<file path="src/rtl/chg_entry_fetch.sv">
// Change-list walker feeding yAddrDecodr: reads each {row,col} entry, fetches the matching
// ySRAM row and presents {row, col, rowData} over a valid/ready handshake.
module chg_entry_fetch #(
   parameter int CHG_AW = 8,
   parameter int Y_AW   = 11,
   parameter int Y_DW   = 256
) (
   input  logic              clock,
   input  logic              reset,
   input  logic              start,
   input  logic [CHG_AW:0]   num_chg,
   output logic              chg_rd_en,
   output logic [CHG_AW-1:0] chg_addr,
   input  logic [31:0]       chg_data,
   output logic              ysram_rd_en,
   output logic [Y_AW-1:0]   ysram_addr,
   input  logic [Y_DW-1:0]   ysram_data,
   output logic              out_valid,
   input  logic              out_ready,
   output logic [15:0]       out_row,
   output logic [15:0]       out_col,
   output logic [Y_DW-1:0]   out_rowData,
   output logic              busy,
   output logic              done,
   output logic              err_row,
   output logic [CHG_AW:0]   proc_cnt
);

   typedef enum logic [2:0] {
      IDLE, RD_CHG, CAP_CHG, RD_Y, CAP_Y, PRESENT, FIN
   } state_t;

   localparam logic [CHG_AW:0]   CNT_ONE = 1;
   localparam logic [CHG_AW-1:0] IDX_ONE = 1;

   state_t            state, state_nxt;
   logic [CHG_AW-1:0] idx;
   logic [CHG_AW:0]   num_q;
   logic              last;
   logic              row_term;
   logic              row_oor;

   // last is true while idx points at the final entry of the pass
   assign last     = (({1'b0, idx}) + CNT_ONE) == num_q;
   assign row_term = chg_data[31:16] == 16'hFFFF;
   assign row_oor  = (chg_data[31:16] >> Y_AW) != 16'd0;

   always_ff @(posedge clock or negedge reset) begin
      if (!reset) state <= IDLE;
      else        state <= state_nxt;
   end

   always_comb begin
      state_nxt   = state;
      chg_rd_en   = 1'b0;
      ysram_rd_en = 1'b0;
      out_valid   = 1'b0;
      busy        = 1'b0;
      done        = 1'b0;
      case (state)
         IDLE: begin
            if (start) state_nxt = (num_chg == '0) ? FIN : RD_CHG;
         end
         RD_CHG: begin
            busy      = 1'b1;
            chg_rd_en = 1'b1;
            state_nxt = CAP_CHG;
         end
         CAP_CHG: begin
            busy = 1'b1;
            if (row_term)     state_nxt = FIN;
            else if (row_oor) state_nxt = last ? FIN : RD_CHG;
            else              state_nxt = RD_Y;
         end
         RD_Y: begin
            busy        = 1'b1;
            ysram_rd_en = 1'b1;
            state_nxt   = CAP_Y;
         end
         CAP_Y: begin
            busy      = 1'b1;
            state_nxt = PRESENT;
         end
         PRESENT: begin
            busy      = 1'b1;
            out_valid = 1'b1;
            if (out_ready) state_nxt = last ? FIN : RD_CHG;
         end
         FIN: begin
            done      = 1'b1;
            state_nxt = IDLE;
         end
         default: state_nxt = IDLE;
      endcase
   end

   assign chg_addr   = idx;
   assign ysram_addr = out_row[Y_AW-1:0];

   always_ff @(posedge clock or negedge reset) begin
      if (!reset) begin
         idx         <= '0;
         num_q       <= '0;
         err_row     <= 1'b0;
         proc_cnt    <= '0;
         out_row     <= '0;
         out_col     <= '0;
         out_rowData <= '0;
      end else begin
         case (state)
            IDLE: begin
               if (start) begin
                  num_q    <= num_chg;
                  err_row  <= 1'b0;
                  proc_cnt <= '0;
                  idx      <= '0;
               end
            end
            CAP_CHG: begin
               out_row <= chg_data[31:16];
               out_col <= chg_data[15:0];
               if (row_term) begin
                  err_row <= 1'b1;
               end else if (row_oor) begin
                  err_row <= 1'b1;
                  if (!last) idx <= idx + IDX_ONE;
               end
            end
            CAP_Y: out_rowData <= ysram_data;
            PRESENT: begin
               // idx stops at num_chg-1 so a full 256-entry pass ends on 8'hFF
               if (out_ready) begin
                  proc_cnt <= proc_cnt + CNT_ONE;
                  if (!last) idx <= idx + IDX_ONE;
               end
            end
            default: ;
         endcase
      end
   end

endmodule

</file>
<file path="config.mk">
export PLATFORM = sky130hd
export DESIGN_NAME = chg_entry_fetch
export DESIGN_NICKNAME = d
export VERILOG_FILES = /design/src/rtl/chg_entry_fetch.sv
export SDC_FILE = /design/constraint.sdc
export NUM_CORES = 1
export LEC_CHECK = 0
export ABC_AREA = 1
export CAP_MARGIN = 20
export CELL_PAD_IN_SITES_DETAIL_PLACEMENT = 2
export CELL_PAD_IN_SITES_GLOBAL_PLACEMENT = 2
export CORE_AREA = 3 3 243 245
export CTS_CLUSTER_SIZE = 10
export DETAILED_ROUTE_END_ITERATION = 10
export DIE_AREA = 0 0 246 248
export GPL_TIMING_DRIVEN = 0
export PLACE_DENSITY = 0.75
export SETUP_SLACK_MARGIN = 0.05
export SYNTH_ARGS = -nofsm -noshare
export SYNTH_HDL_FRONTEND = slang
export SYNTH_SLANG_ARGS = --single-unit
</file>
<file path="constraint.sdc">
create_clock -name clock -period 3.3 [get_ports clock]
set_input_delay 0.99 -clock clock [delete_from_list [all_inputs] [get_ports clock]]
set_output_delay 0.99 -clock clock [all_outputs]
set_load 0.005 [all_outputs]
</file>
==> Word level (Yosys, flattened, before mapping) <==
Index checks and enable logic that the tools add are counted.
{ "totals": {"register_bits": 318, "latch_bits": 0, "ram_bits": 0, "mem_bits_ro": 0, "input_bits": 301, "output_inout_bits": 322, "wordCells": 61, "n_memories": 0} }
{ "classes": {"n_addsub": 3, "n_mul": 0, "div": 0, "order_cmp": 0, "eq_ne": 13, "n_shift": 0, "mux": 25, "bitwise": 0, "n_reduce_logical": 12} }
{ "ops": {"columns": ["cell", "n"], "rows": [
  ["$mux 8", 5],
  ["$pmux 8 s3", 1],
  ["$mux 3", 6],
  ["$mux 9", 2],
  ["$pmux 3 s6", 1],
  ["$pmux 9 s2", 1],
  ["$eq 16x16->1 const B", 1],
  ["$reduce_bool 16->1", 1],
  ["$add 8x1->9 const B", 1],
  ["$add 9x1->9 const B", 1],
  ["$eq 3x3->1 const B", 3],
  ["$eq 9x9->1", 1],
  ["$logic_not 9->1", 1],
  ["$add 8x1->8 const B", 1],
  ["$mux 1", 8],
  ["$ne 2x2->1 const B", 4],
  ["$eq 3x2->1 const B", 2],
  ["$reduce_and 3->1", 2],
  ["$reduce_and 5->1", 1],
  ["$reduce_or 5->1", 1],
  ["$reduce_and 2->1", 2],
  ["$reduce_bool 2->1", 2],
  ["$eq 3x1->1 const B", 1],
  ["$logic_not 3->1", 1],
  ["3 further kinds", 3]
]} }

==> Logic depth before layout (Yosys ltp) <==
Gate-level depths: netlist of run 1.
{ "logic_depth": {"depth_word": 6, "mapped_depth": 15, "mapped_depth_nobuf": 15} }

==> Least setup slack after synthesis of run 1 <==
Ideal clock, no wire load.
{ "synth_timing": {"path_kind": "reg2out", "from": "register state[0]", "to": "output busy", "arrival_ns": 1.157, "required_time_ns": 2.310, "path_slack_ns": 1.153, "stages_incl_launch_ff": 6, "n_path_buf": 2, "path_cell_list": "dfrtp_1 nor2_1 nand2_1 buf_2 buf_2 nand2_1"} }
{ "synth_via": {"elab_chain_cells": 3} }
{ "synth_lines": {"columns": ["element", "line_no", "text"], "rows": [
  ["from (decl)", "36", "state_t state, state_nxt;"],
  ["from (signal assigned)", "50", "else state <= state_nxt;"],
  ["$eq 3x3->1 (tied with other cells)", "60", "case (state)"],
  ["$reduce_or 5->1 (no source line) *", null, null],
  ["$mux 1 *", "60", null],
  ["to (decl)", "23", "output logic busy,"]
]} }
Mark *: on every way between the ends. The rest lies on a longest branch, timed or not.

==> Worst setup path after layout of run 1 <==
Same ends and word-level chain as after synthesis.

==> results of run 1 <==
==> logic make-up after synthesis <==
family	share of synthesized area (%)
mux	22.8
simple gates	9.25
buf+inv	3.25
fa+ha+maj	0.197
flops	62.8
xor+xnor	0.0691
compound gates	1.67
==> sequential cells by signal, indices dropped and copies added (netlist names) <==
register / cells
out_rowData: 256
out_col: 16
out_row: 16
num_q: 9
proc_cnt: 9
chg_addr: 8
state: 3
err_row: 1
==> layer usage <==
metal,wire [um],global-route usage [%]
met1,19300,18.0
met2,29500,32.1
met3,4750,7.03
met4,1260,5.38
met5,27,0
==> area by class of cell <==
type                    instances  area share [%]
clock inverters                 7           0.430
repair buffers                625            29.8
clock buffers                  56            5.39
flip-flops and latches        318            37.5
multi-input cells             565            20.4
inverters                      41           0.725
well taps                     765            4.51
plain buffers                  47            1.24
diodes                          6          0.0708
==> layout by cell type (no fill, tap or decap), types with 8 or more instances in the layout <==
master	Yosys	layout
a21oi_1	8	8
buf_2	23	21
buf_4	11	11
clkbuf_1	10	20
clkbuf_16	0	42
clkdlybuf4s50_1	0	621
dfrtp_1	318	317
inv_1	33	33
inv_2	8	8
mux2_2	256	256
nand2_1	176	175
nand3_1	32	32
nor2_1	25	24
o21ai_0	13	13
o21ai_1	9	9
==> final timing paths <==
path                                   endpoint  slack, ns  depth (start not counted)
worst min-delay path                chg_addr[4]       0.38                          1
worst max register to register      chg_addr[3]       1.02                         10
max in group asynchronous       out_rowData[56]       1.73                          3
worst max-delay path                       busy       0.20                          5
worst min register to register       out_col[2]       0.47                          2
min in group clock                   out_col[2]       0.47                          2
==> timing repair <==
action | 4_1_cts | 5_1_grt
hold buffers | 0 | 0
setup buffers | 0 | 0
resized for setup | 6 | 2
setup endpoints to repair | 1 | 1
==> metrics by stage <==
stage / cell area (sq um) / total power (W) / hold slack [ns]
6_report: 21200 / 0.0197 / 0.384
5_1_grt: 21200 / 0.0209 / 0.393
4_1_cts: 21200 / 0.0201 / 0.376
3_5_place_dp: 20000 / 0.0156 / 0.464
3_3_place_gp: 19900 / 0.0152 / 0.457
2_1_floorplan: 12700 / 0.00964 / 0.462
==> power by group through the flow <==
stage	clock network [W]	logic, W	registers (W)
3_5_place_dp	0	0.00856	0.00700
4_1_cts	0.00443	0.00868	0.00701
5_1_grt	0.00458	0.00911	0.00725
6_report	0.00425	0.00848	0.00698
2_1_floorplan	0	0.00271	0.00693
3_3_place_gp	0	0.00835	0.00689
==> out/qor.txt, run 1 <==
worst setup path start: state[0]
TritonCTS Sinks: 318
via count: 10310
H-tree levels: 2
Post-synth top cells: 318 x dfrtp_1, 256 x mux2_2, 176 x nand2_1, 33 x inv_1, 32 x nand3_1
Critical Path Fanout Max: 19
Final Cycle Share: 93.9%
most common cell in the netlist: dfrtp_1
clock buffer depth: 3
Starting Density: 22.1%
Max Fclk: 323 MHz
routed len/inst: 22.5 um
clock skew: 0.0220 ns
Ports: 623
Slew Viols, Final: 0
fin util: 37.0%
slew at the pin closest to its max-slew limit: 0.784 ns
Top delay family on crit path: buffers and inverters
Post-synth EDFFs: 0
Hold Fails Final Rpt: 0
number of global-route vias before repair: 12177
Switch Pwr: 0.00613 W
first-pass GRT wire length: 79.2 mm
Core Box Area: 57400 sq um
synth top area cells: dfrtp_1 63%, mux2_2 23%, nand2_1 5.2%, nand3_1 1.3%, inv_1 0.98%
DRC Markers: 0
P per Cell Area: 929 nW/um^2
DRT iter0 DRCs: 258
crit start category: register
Slew headroom: 47.8%
syn nets: 1275
Syn Inst Count: 972
nets: 1942
dominant synthesized flop cell: dfrtp_1
I/O Buffers: 622
worst setup margin: 0.202 ns
Synth async-reset ratio: 100%
fill count: 5967
Worst EP required: 2.31 ns
Mapped Avg Cell Area: 13.0 sq um
dominant cell type by area after synthesis: dfrtp_1
share of cells above drive strength 1: 23.0%
pre-CTS setup slack: -0.134 ns
P_int: 0.0136 W
CP cell instances: nor2_4, nand2_4, buf_8, nand2_1, clkdlybuf4s50_1
Post-DP HPWL: 42.6 mm
Core Rows: 88
WP data arrival: 2.11 ns
Buffers & Inverters on Critical Path: 2
Reg clk slew, reported paths: 0.05 ns
initial antenna violation count: 7
RSZ-0062 raised after global routing: no
LEAKAGE: 8.89 nW
setup TNS: 0 ns
dpl cells: 2362
Synth cell types: 32
crit path kind: reg2out
CP max stage delay: 0.51 ns
chip width: 246 um
final setup vio count: 0
CTS tree: built
crit path time final: 3.10 ns
Crit. End Element: output port
Total Die Area: 61000 sq um
Synthesis Warnings: 0
synthesized area: 12700 sq um
final wirelength: 54.8 mm
TritonRoute pass-1 iters: 4
via/cell ratio: 4.24
status: finished, final reports clean
CTS buffer count: 41
remaining global-route overflow: 0
post-route insts no fill: 2430
RD Place Congestion: 0.774
share of the synthesized area in the top cell type: 62.8%
largest net degree at the start of global routing: 112
Comb pwr share: 43.0%
Hold Path Class: in2async
GR Util All Layers: 17.4%
die span in y: 248 um
Antenna Nets Post-Route: 0
area of the multi-input gates: 4330 sq um
Seq. cell area: 7960 sq um
crit path max-delay cell type: clkdlybuf4s50_1
Seq/Total Area, Yosys: 62.8%
Clock Root Buffer: clkbuf_16
switching share of power: 31.1%
Max-Cap Viols: 0
Seq pwr share: 35.4%
clock latency on the worst-skew pair: 0.56 ns
clock power share: 21.6%
VDD IR-drop max: 0.000457 V
area grow syn2layout: 67.4%
reg-to-reg startpoint: chg_addr[0]
Synth Register Bits: 318
Power figures use the tool's default switching activity.
==> run 2: changes to the inputs <==
--- a/config.mk
+++ b/config.mk
@@ -6,6 +6,7 @@
 export NUM_CORES = 1
 export LEC_CHECK = 0
 export ABC_AREA = 1
+export ABC_CLOCK_PERIOD_IN_PS = 3300
 export CAP_MARGIN = 20
 export CELL_PAD_IN_SITES_DETAIL_PLACEMENT = 2
 export CELL_PAD_IN_SITES_GLOBAL_PLACEMENT = 2
@@ -13,6 +14,7 @@
 export CTS_CLUSTER_SIZE = 10
 export DETAILED_ROUTE_END_ITERATION = 10
 export DIE_AREA = 0 0 246 248
+export GPL_ROUTABILITY_DRIVEN = 0
 export GPL_TIMING_DRIVEN = 0
 export PLACE_DENSITY = 0.75
 export SETUP_SLACK_MARGIN = 0.05
==> results of run 2 <==
Same layout as run 1: the final DEF is identical, and so are final timing and power.
==> run 3: changes to the inputs <==
--- a/config.mk
+++ b/config.mk
@@ -10,14 +10,15 @@
 export CAP_MARGIN = 20
 export CELL_PAD_IN_SITES_DETAIL_PLACEMENT = 2
 export CELL_PAD_IN_SITES_GLOBAL_PLACEMENT = 2
-export CORE_AREA = 3 3 243 245
+export CORE_AREA = 3 3 241 243
 export CTS_CLUSTER_SIZE = 10
 export DETAILED_ROUTE_END_ITERATION = 10
-export DIE_AREA = 0 0 246 248
+export DIE_AREA = 0 0 244 246
 export GPL_ROUTABILITY_DRIVEN = 0
 export GPL_TIMING_DRIVEN = 0
-export PLACE_DENSITY = 0.75
+export PLACE_DENSITY = 0.76
 export SETUP_SLACK_MARGIN = 0.05
+export SKIP_LAST_GASP = 1
 export SYNTH_ARGS = -nofsm -noshare
 export SYNTH_HDL_FRONTEND = slang
 export SYNTH_SLANG_ARGS = --single-unit
==> run 3 against run 2 <==
Effect of this change:
- worst setup slack got worse by 0.047 ns
- core utilization increased by 0.92 points
- sequential share of layout area decreased by 0.12 points
- sequential power is essentially flat
- worst hold slack lost 0.11 ns
- die area fell by 1.6%
- routed wire length is 2.4% higher
- first-iteration DRC count increased by 15%
- fmax fell by 1.5%
- non-clock buffer count up 4
- cell count is 0.12% lower
- critical endpoint unchanged
- highest routed layer unchanged
==> out/qor.txt, run 3 (synthesis results as in run 1) <==
status: finished, final reports clean
nets: 1946 (+0.21%)
Ports: 623 (unchanged)
worst hold slack: 0.270 ns (-0.114 ns)
Finished Cell Area: 21300 sq um (+0.34%)
final wirelength: 56.1 mm (+2.4%)
register bank with the most flops: out_rowData
DP Area: 19900 sq um (about the same)
first-pass GRT wire length: 81.5 mm (+2.9%)
final setup vio count: 0 (unchanged)
Slew Viols, Final: 0 (unchanged)
Reg2Reg Setup Slack: 0.99 ns (-0.03 ns)
Hold Fails Final Rpt: 0 (unchanged)
reg-to-reg startpoint: chg_addr[0]
Starting Density: 22.6% (+0.47 points)
via/cell ratio: 4.27 (+0.73%)
Core Box Area: 56200 sq um (-2.1%)
Seq. cell area: 7960 sq um (about the same)
largest net degree at the start of global routing: 106 (-5.4%)
Worst EP required: 2.31 ns (about the same)
worst setup path start: state[1]
DRC Markers: 0 (unchanged)
routed len/inst: 23.1 um (+2.6%)
Final Cycle Share: 95.3% (+1.4 points)
Slew headroom: 49.6% (+1.9 points)
CTS tree: built
Post-DP HPWL: 42.9 mm (+0.87%)
Reg2Reg Capture Point: chg_addr[0]
share of cells above drive strength 1: 23.5% (+0.53 points)
Total Die Area: 60000 sq um (-1.6%)
DRT iter0 DRCs: 296 (+15%)
P per Cell Area: 931 nW/um^2 (+0.24%)
Reg clk slew, reported paths: 0.06 ns (about the same)
Clock Root Buffer: clkbuf_16
chip width: 244 um (-0.81%)
crit path time final: 3.15 ns (+0.0470 ns)
WP data arrival: 2.16 ns (+0.05 ns)
initial antenna violation count: 12 (+5)
H-tree levels: 2 (unchanged)
fill count: 5869 (-1.6%)
TritonRoute pass-1 iters: 4 (unchanged)
Hold Path Class: in2async
Antenna Nets Post-Route: 0 (unchanged)
GR Util All Layers: 18.2% (+0.80 points)
clock skew: 0.0179 ns (-0.00402 ns)
VDD IR-drop max: 0.000469 V (+2.6%)
Top Registers: out_rowData x256, out_col x16, out_row x16
setup TNS: 0 ns (unchanged)
CTS buffer count: 41 (unchanged)
I/O Buffers: 622 (unchanged)
slew at the pin closest to its max-slew limit: 0.756 ns (-0.0280 ns)
die span in y: 246 um (-0.81%)
remaining global-route overflow: 0 (unchanged)
most common cell after layout, fill and taps aside: clkdlybuf4s50_1
clock buffer depth: 3 (unchanged)
Max-Cap Viols: 0 (unchanged)
Max Fclk: 318 MHz (-1.5%)
Critical Path Sink: busy
area of the multi-input gates: 4340 sq um (+0.26%)
Crit. End Element: output port
Reg2Reg Depth: 13 (+3)
max FFs per register: 256 (unchanged)
number of global-route vias before repair: 12273 (+0.79%)
area grow syn2layout: 67.9%
LEAKAGE: 8.93 nW (+0.40%)
clock latency on the worst-skew pair: 0.55 ns (about the same)
post-route insts no fill: 2427 (-0.12%)
via count: 10372 (+0.60%)
most frequent cells in the layout: 621 x clkdlybuf4s50_1, 316 x dfrtp_1, 256 x mux2_2
RSZ-0062 raised after global routing: no
TritonCTS Sinks: 318 (unchanged)
crit start category: register
dpl cells: 2353 (-0.38%)
Core Rows: 87 (-1.1%)
Critical Path Fanout Max: 10 (-9)
crit path kind: reg2out
==> run 3: changes by cell type in the layout (fill, tap and decap cells not counted), sizes merged <==
cell      delta
buf          +4
clkinvlp     -1
inv          -1
diode        +5
clkbuf       -1
==> run 3: repair_timing <==
item	in CTS	in global routing
endpoints found under the setup margin	1	1
buffers inserted	3	0
gates resized for setup	15	0
pin swaps	1	1
hold buffers	0	0
==> run 3: per-layer routing <==
layer | track usage, % | vias to the layer above | part of all wire (%) | routed length [um]
met5 | 0 | - | 0.059 | 33
met4 | 6.78 | 4 | 2.8 | 1580
met3 | 7.75 | 88 | 8.7 | 4900
met2 | 33.9 | 348 | 55 | 30800
met1 | 17.9 | 5334 | 34 | 18800
li1 | - | 4598 | - | -
==> run 3: worst min path at each step <==
stage	depth (start not counted)	slack [ns]	endpoint
after floorplan	2	0.46	num_q[5]
after global placement	2	0.46	out_row[15]
after detailed placement	2	0.46	out_row[15]
after CTS	1	0.24	out_rowData[163]
after global routing	1	0.25	out_rowData[112]
final	1	0.27	out_rowData[176]
==> run 3: stage by stage <==
| stage | util (%) | power [W] | worst slack (ns) |
|---|---|---|---|
| 6_report | 37.9 | 0.0198 | 0.155 |
| 4_1_cts | 37.9 | 0.0202 | 0.0845 |
| 5_1_grt | 37.9 | 0.0210 | 0.0691 |
| 3_3_place_gp | 35.3 | 0.0152 | -13.66 |
| 3_5_place_dp | 35.5 | 0.0155 | -0.372 |
| 2_1_floorplan | - | 0.00964 | 1.15 |
==> run 3: critical path: stages, from the launching register on <==
cell and delay [ns]:
dfrtp_2 0.44, nor2_4 0.16, nand2_8 0.07, buf_12 0.16
buf_8 0.17, nand2_2 0.11, clkdlybuf4s50_1 0.51
==> run 3: layout make-up <==
| cell class | instances | area share [%] |
|---|---|---|
| well taps | 756 | 4.44 |
| clock buffers | 55 | 5.59 |
| repair buffers | 628 | 29.8 |
| multi-input cells | 565 | 20.4 |
| flip-flops and latches | 318 | 37.4 |
| inverters | 41 | 0.723 |
| plain buffers | 48 | 1.33 |
| diodes | 11 | 0.129 |
| clock inverters | 5 | 0.288 |
==> run 3: report_power, final <==
group	leakage, nW	internal [W]	switching, W
clock	0.620	0.00256	0.00174
combinational	4.53	0.00532	0.00324
sequential	3.77	0.00582	0.00115
==> edit, RTL diff (settings of run 3) <==
Change the parameter `CHG_AW` from 8 to 7.
--- a/src/rtl/chg_entry_fetch.sv
+++ b/src/rtl/chg_entry_fetch.sv
@@ -3,3 +3,3 @@
 module chg_entry_fetch #(
-   parameter int CHG_AW = 8,
+   parameter int CHG_AW = 7,
    parameter int Y_AW   = 11,
Interface: changed (resized chg_addr, num_chg and proc_cnt); port bits go from 623 to 620. The function was not compared with the original's and may differ.
==> edit against run 3 <==
  * Worst hold slack improved by 82 ps
  * Maximum frequency grew 2.3%
  * Routed wire length down 5.9%
  * Setup slack gained 71 ps
  * Die area stayed put
  * Core utilization down 0.71 points
  * Power down 2.6%
  * Final area decreased by 1.9%
  * Sequential cell count fell by 3
  * Synthesized area decreased by 2.0%
  * Final cell count fell by 2.1%
  * Synthesized cell count decreased by 4.5%
  * Combinational power is 3.3% lower
  * Largest cell class unchanged
==> edit: results (changes against run 3) <==
.. list-table::
   :header-rows: 1

   * - Metric
     - Value
   * - Register-to-register path setup slack
     - 1230 ps (+240 ps)
   * - Max stage delay on crit path
     - 490 ps (-20 ps)
   * - Number of vias in the routed layout
     - 10072 (-2.9%)
   * - Initial DRC count
     - 270 (-8.8%)
   * - Wirelength per Cell
     - 22.2 µm (-3.8%)
   * - Beginning of the critical path
     - state[2]
   * - Min Tclk post-route
     - 3070 ps (-71.4 ps)
   * - FILL cells
     - 5906 (+0.63%)
   * - Maximum number of pins on one net before global-route repair
     - 104 (-1.9%)
   * - Result of the run
     - completed
   * - Post-place instance area
     - 19700 µm² (-1.4%)
   * - Setup Buffers After CTS
     - 0 (-3)
   * - Number of gates resized after CTS
     - 7 (-8)
   * - Number of distinct library cell variants in the gate-level netlist after synthesis
     - 31 (-3.1%)
   * - Place WS
     - 43.1 ps (+415 ps)
   * - FF-to-FF path depth
     - 12 (-1)
   * - Detail Placement HPWL
     - 41.5 mm (-3.4%)
   * - Net count reported at finish
     - 1894 (-2.7%)
   * - Fin Hold WS
     - 352 ps (+82.2 ps)
   * - Total track usage
     - 17.1% (-1.1 points)
   * - Synth Instances
     - 928 (-4.5%)
   * - Worst supply voltage drop on vdd
     - 0.000479 V (+2.0%)
   * - Share of post-route cells with drive strength above 1
     - 23.5% (about the same)
   * - Via count of the first global-routing pass
     - 11733 (-4.4%)
   * - Post-synth net total
     - 1230 (-3.5%)
   * - Post-Route Skew
     - 25.5 ps (+7.51 ps)
edit: cell types whose count changed in the layout (fill, tap and decap cells not counted), moves of 3 or more:
cell                              delta
sky130_fd_sc_hd__nand2_1            -17
sky130_fd_sc_hd__nor2_1              -5
sky130_fd_sc_hd__buf_2               +5
sky130_fd_sc_hd__o21ai_2             -3
sky130_fd_sc_hd__xor2_1              +3
sky130_fd_sc_hd__nand2_2             -5
sky130_fd_sc_hd__nand3_2             +3
sky130_fd_sc_hd__clkdlybuf4s50_1     -4
sky130_fd_sc_hd__buf_1               -3
sky130_fd_sc_hd__inv_2               -5
sky130_fd_sc_hd__nand3_1            -11
edit: power groups by stage:
stage	combinational (mW)	sequential (mW)	clock, mW
3_5_place_dp	8.37	6.99	0
4_1_cts	8.46	6.97	4.26
6_report	8.28	6.95	4.09
5_1_grt	8.87	7.22	4.42
2_1_floorplan	2.65	6.90	0
3_3_place_gp	8.14	6.85	0
edit: layout make-up:
cell class                 count  area [µm²]  area share, %
buffer                        46         262           1.25
timing repair buffer         622        6280           30.1
multi-input combinational    526        4150           19.9
antenna                        9        22.5          0.108
sequential                   315        7880           37.7
clock buffer                  55        1140           5.44
tap                          756         946           4.53
inverter                      41         156          0.748
clock inverter                 5        57.6          0.275
edit: routing by layer:
layer	up-vias	part of all wire, %	wire length (µm)	track usage [%]
met1	5179	35	18700	18.0
li1	4433	-	-	-
met5	-	0.070	37	0
met3	94	7.5	3950	5.55
met4	6	3.7	1960	7.53
met2	360	53	28200	31.0
edit: logic make-up after synthesis:
kind of cell | share of synthesized area, %
adders and majority gates | 0.201
buffers and inverters | 3.31
and+or+nand+nor | 8.04
xor gates and xnor gates | 0.282
muxes | 23.2
DFF | 63.4
AOI/OAI and AO/OA | 1.57
